$ cat src/rtl/mem_arb_pkg.sv
// ============================================================================
// Module      : mem_arb_pkg
// Description : Shared types and constants for the fetch/LSU memory arbiter.
// Revision    : 1.0 - initial release
// ============================================================================
`default_nettype none

package mem_arb_pkg;

    typedef enum logic [1:0] {
        ARB_IDLE   = 2'd0,
        ARB_ACCESS = 2'd1,
        ARB_RESP   = 2'd2
    } arb_state_t;

    // Values double as bit positions in the arbiter's request/grant vectors.
    typedef enum logic {
        PORT_I = 1'b0,
        PORT_D = 1'b1
    } port_id_t;

    localparam port_id_t RESET_LAST_GRANT = PORT_D;

endpackage

`default_nettype wire

$ cat src/rtl/rr_arbiter2.sv
// ============================================================================
// Module      : rr_arbiter2
// Description : Two-way round-robin grant with a last-grant flop.
// Revision    : 1.0 - initial release
// ============================================================================
`default_nettype none

module rr_arbiter2
    import mem_arb_pkg::*;
(
    input  logic       clk,
    input  logic       rst_n,
    input  logic [1:0] req_i,
    input  logic       advance_i,
    output logic [1:0] grant_o
);

    port_id_t last_grant_q;
    port_id_t last_grant_d;

    always_comb begin
        grant_o      = req_i;
        last_grant_d = last_grant_q;
        // A tie goes to the port that did not win last time.
        if (req_i == 2'b11) begin
            grant_o = (last_grant_q == PORT_I) ? 2'b10 : 2'b01;
        end
        if (advance_i && (grant_o != 2'b00)) begin
            last_grant_d = grant_o[1] ? PORT_D : PORT_I;
        end
    end

    always_ff @(posedge clk or negedge rst_n) begin
        if (!rst_n) begin
            last_grant_q <= RESET_LAST_GRANT;
        end else begin
            last_grant_q <= last_grant_d;
        end
    end

endmodule

`default_nettype wire

$ cat src/rtl/mem_arbiter.sv
// ============================================================================
// Module      : mem_arbiter
// Description : Shares one single-port memory between fetch and LSU ports.
// Revision    : 1.0 - initial release
// ============================================================================
`default_nettype none

module mem_arbiter
    import mem_arb_pkg::*;
#(
    parameter int WIDTH = 32
) (
    input  logic             clk,
    input  logic             rst_n,
    input  logic             i_req_valid,
    output logic             i_req_ready,
    input  logic [WIDTH-1:0] i_req_addr,
    output logic             i_resp_valid,
    output logic [WIDTH-1:0] i_resp_data,
    input  logic             d_req_valid,
    output logic             d_req_ready,
    input  logic [WIDTH-1:0] d_req_addr,
    input  logic             d_req_we,
    input  logic [WIDTH-1:0] d_req_wdata,
    output logic             d_resp_valid,
    output logic [WIDTH-1:0] d_resp_data,
    output logic [WIDTH-1:0] mem_addr,
    output logic [WIDTH-1:0] mem_wdata,
    output logic             mem_we,
    input  logic [WIDTH-1:0] mem_rdata
);

    arb_state_t       state_q, state_d;
    logic [WIDTH-1:0] addr_q, addr_d;
    logic [WIDTH-1:0] wdata_q, wdata_d;
    logic             we_q, we_d;
    port_id_t         owner_q, owner_d;

    logic [1:0]       w_grant;
    logic             w_accept_en;
    logic             w_accept;
    logic             w_resp;

    assign w_accept_en = (state_q == ARB_IDLE) || (state_q == ARB_RESP);
    assign w_accept    = w_accept_en && (i_req_valid || d_req_valid);

    rr_arbiter2 u_rr_arbiter2 (
        .clk       (clk),
        .rst_n     (rst_n),
        .req_i     ({d_req_valid, i_req_valid}),
        .advance_i (w_accept),
        .grant_o   (w_grant)
    );

    assign i_req_ready = w_accept_en && w_grant[PORT_I];
    assign d_req_ready = w_accept_en && w_grant[PORT_D];

    always_comb begin
        state_d = state_q;
        addr_d  = addr_q;
        wdata_d = wdata_q;
        we_d    = we_q;
        owner_d = owner_q;
        case (state_q)
            ARB_IDLE:   state_d = w_accept ? ARB_ACCESS : ARB_IDLE;
            ARB_ACCESS: state_d = ARB_RESP;
            ARB_RESP:   state_d = w_accept ? ARB_ACCESS : ARB_IDLE;
            default:    state_d = ARB_IDLE;
        endcase
        if (w_accept) begin
            if (w_grant[PORT_D]) begin
                addr_d  = d_req_addr;
                wdata_d = d_req_wdata;
                we_d    = d_req_we;
                owner_d = PORT_D;
            end else begin
                addr_d  = i_req_addr;
                wdata_d = '0;
                we_d    = 1'b0;
                owner_d = PORT_I;
            end
        end
    end

    always_ff @(posedge clk or negedge rst_n) begin
        if (!rst_n) begin
            state_q <= ARB_IDLE;
            addr_q  <= '0;
            wdata_q <= '0;
            we_q    <= 1'b0;
            owner_q <= PORT_I;
        end else begin
            state_q <= state_d;
            addr_q  <= addr_d;
            wdata_q <= wdata_d;
            we_q    <= we_d;
            owner_q <= owner_d;
        end
    end

    // Memory returns read data one cycle after the address, i.e. during ARB_RESP.
    assign mem_addr     = addr_q;
    assign mem_wdata    = wdata_q;
    assign mem_we       = (state_q == ARB_ACCESS) && we_q;
    assign w_resp       = (state_q == ARB_RESP);
    assign i_resp_valid = w_resp && (owner_q == PORT_I);
    assign d_resp_valid = w_resp && (owner_q == PORT_D);
    assign i_resp_data  = i_resp_valid ? mem_rdata : '0;
    assign d_resp_data  = (d_resp_valid && !we_q) ? mem_rdata : '0;

endmodule

`default_nettype wire

$ cat config.mk
export PLATFORM = sky130hd
export DESIGN_NAME = mem_arbiter
export DESIGN_NICKNAME = d
export VERILOG_FILES = /design/src/rtl/mem_arb_pkg.sv /design/src/rtl/rr_arbiter2.sv /design/src/rtl/mem_arbiter.sv
export SDC_FILE = /design/constraint.sdc
export NUM_CORES = 1
export LEC_CHECK = 0
export ABC_AREA = 1
export BUFFER_PORTS_ARGS = -buffer_cell sky130_fd_sc_hd__buf_2
export CORE_UTILIZATION = 35
export DETAILED_ROUTE_END_ITERATION = 6
export PLACE_DENSITY_LB_ADDON = 0.1
export SYNTH_ARGS = -nofsm -noshare
export SYNTH_HDL_FRONTEND = slang
export SYNTH_SLANG_ARGS = --single-unit
$ cat constraint.sdc
create_clock -name clk -period 3 [get_ports clk]
set_input_delay 0 -clock clk [delete_from_list [all_inputs] [get_ports clk]]
set_output_delay 0 -clock clk [all_outputs]
set_load 0.02 [all_outputs]
==> summary.md <==
| Metric | Value |
|---|---|
| Status | completed |
| I/O Buffers | 265 |
| Horiz. Die Dim | 104 um |
| Placer Congestion | 0.853 |
| CTS H-tree lvls | 3 |
| Post-Place Cells | 913 |
| GRT Overall Usage | 23.3% |
| Worst Hold Class | in -> reg |
| Post-synth cell types | 17 |
| Syn_nets | ~670 |
| Max-Slew Margin vs Limit | 23.2% |
| Placed Area | 5020 um2 |
| Setup crit end kind | output pin |
| Clock Tree Buf Depth | 2 |
| Area fraction in compound gates after synthesis | 0.410% |
| Largest stage delay on the critical path | 0.56 ns |
| Reg clk slew, reported paths | approximately 0.080 ns |
| Chip height | 104 um |
| Main combinational cell family by area after synthesis | simple AND/OR/NAND/NOR gates |
| Worst setup endpoint | d_resp_data[15] |
| XOR/XNOR share of the synthesized area | 0% |
| Initial antenna violation count | 1 |
| Largest net degree at the start of global routing | 66 |
| Final Hold Fails | 0 |
| Layout cells sized above 1 | 32.8% |
| Sink Count | 69 |
| Mux contribution to synthesized area | 0% |
| Synthesized-area fraction occupied by adder cells | 0% |
| Top Ports | 266 |
| Detailed placer's ending HPWL | 8560 um |
| Max cap viols | 0 |
| Nets | 1,020 |
| Clock Skews | 0.00702 ns |
| Avg Vias per Cell | between 4 and 5 |
| Vias | 4,534 |
| Total global routing overflow | 0 |
| Post-synthesis sequential element count | 69 |
| Filler cell count in the final layout | 911 |
| Core Region | roughly 10000 um2 |
| Worst setup startpoint | state_q[0] |
| Filler-free cell count of the finished design | 1,026 |
| Starting Density | between 30% and 40% |
| Number of global-route vias before repair | 4,304 |
| Global-route wire length before repair | 20,300 um |
| FF-to-FF setup slack | 0.80 ns |
| Iter 0 DRT Violations | 319 |
| Final WL | about 13,000 um |
| Fin. max-slew vios | 0 |
| Area growth syn-to-layout | 70.3% |
| Reg2Reg Depth | 8 |
| Simple-gate share of the synthesized area | a little under two fifths |
| Total power | 3.31 mW |
| Critical path arrival | about 2.3 ns |
| Die area | around 11,000 um2 |
| Critical Path Source Type | register |
| Leak | ~4 nW |
| R2r startpoint | u_rr_arbiter2.last_grant_q |
| Worst r2r dst | mem_addr[1] |
| Setup TNS | 0 ns |
| Final ANT Viol Nets | 0 |
| Worst-path fanout max | 32 |
| Syn_area_per_cell | 6.80 um2 |
| Slowest-stage cell, CP | nand2_1 |
| Worst-skew pair later-pin latency | 0.34 ns |
| CTS tree | yes |
| Worst slew pin tran | 1.15 ns |
| Synth warnings | 0 |
| Routed len/inst | between 10 and 15 um |
| RSZ-0062 raised after global routing | false |
| Synthesized instance count | 539 |
| Fin area | around 6200 um2 |
| Clock Root Buffer | clkbuf_8 |
| Largest vdd supply drop | 0.271 mV |
| Cell row count | 36 |
| F_max | 0.444 GHz |
| Register area share after synthesis | between 40 and 50% |
| Fin crit period | 2.25 ns |
| Period utilization | 75.0% |
| Setup CP Type | reg -> out |
| TritonCTS buffer count | 9 |
| Mapped Area | 3660 um2 |
| Final setup vio count | 0 |
| Power Density | 531 nW/um2 |
| Crit-path cells | inv_2, nand2_1, nor2_1, nand2_1, nor2_1, buf_2 |
| Detailed-router iteration count before antenna repair | 5 |
| Worst endpoint required time | 3.00 ns |
| DRC | 0 |
| Buffer count from post-CTS setup fixing | 0 |
-- registers in the layout, indices dropped and copies added (netlist names) --
register / count
mem_addr: 32
mem_wdata: 32
owner_q: 1
state_q: 2
u_rr_arbiter2.last_grant_q: 1
we_q: 1
-- cell families after synthesis --
group / Yosys count
AND/OR/NAND/NOR: 335
buffers and inverters: 132
flip-flops: 69
AO/OA/AOI/OAI: 3
-- per-stage QoR --
step	setup slack, ns	util [%]	hold WS (ns)
final	0.749	62.7	0.00812
after global routing	0.517	62.7	0.0385
after CTS	0.705	62.7	0.00129
after detailed placement	1.08	50.4	-0.133
after global placement	1.12	50.4	-0.136
after floorplan	1.45	-	-0.296
-- timing repair --
action                    CTS  global route
hold endpoints to repair  133             0
resized for setup           0             0
hold buffers               96             0
-- where the power goes --
group	switching [mW]	total (mW)	internal [mW]
clock network	0.357	0.956	0.599
logic	0.703	1.15	0.446
registers	0.101	1.21	1.11
total	1.16	3.31	2.15
-- critical path, delay by kind of cell, from the launching register on --
kind	cells	cell delay, ns
AND/OR/NAND/NOR	4	1.12
buffers and inverters	2	0.34
flip-flops	1	0.45
-- routing by layer --
metal  track usage, %  part of all wire, %
met5                0                    0
met4             11.4                  4.0
met1             24.4                   38
met3             5.20                  6.2
met2             43.5                   52
-- worst min path at each step --
stage / start / to / slack (ns) / cells after the start
finish: d_req_addr[17] / mem_addr[17] / 0.008 / 5
global route: rst_n / mem_wdata[10] / 0.04 / 2
CTS: d_req_addr[17] / mem_addr[17] / 0.001 / 5
detailed placement: rst_n / mem_wdata[10] / -0.13 / 1
global placement: rst_n / mem_wdata[10] / -0.14 / 1
floorplan: rst_n / mem_addr[0] / -0.30 / 0
-- cells in the mapped netlist (all sizes together) --
master,count,share of area [%]
buf,24,4.3
a21oi,1,0.14
nor3,1,0.14
dfrtp,68,46
nand3,65,8.9
dfstp,1,0.72
clkbuf,5,0.51
o21ai,2,0.27
inv,103,11
nand2,200,21
nor2,69,7.5
-- layout make-up --
cell class,count,area [um2],area share (%)
repair buffers,366,2320,37.2
flip-flops and latches,69,1730,27.7
multi-input cells,338,1380,22.0
inverters,103,387,6.19
well taps,133,166,2.67
clock buffers,11,151,2.43
clock inverters,5,106,1.70
diodes,1,2.50,0.0401
-- layout by cell type (no fill, tap or decap), types with 2 or more instances in the layout --
cell           instances
buf_2                265
buf_4                  5
bufinv_16              3
clkbuf_8              11
dfrtp_1               68
dlygate4sd3_1         96
inv_1                101
inv_2                  2
nand2_1              199
nand3_1               65
nor2_1                66
nor2_4                 2
o21ai_0                2
Note: power is estimated with default switching activity, not from simulation.
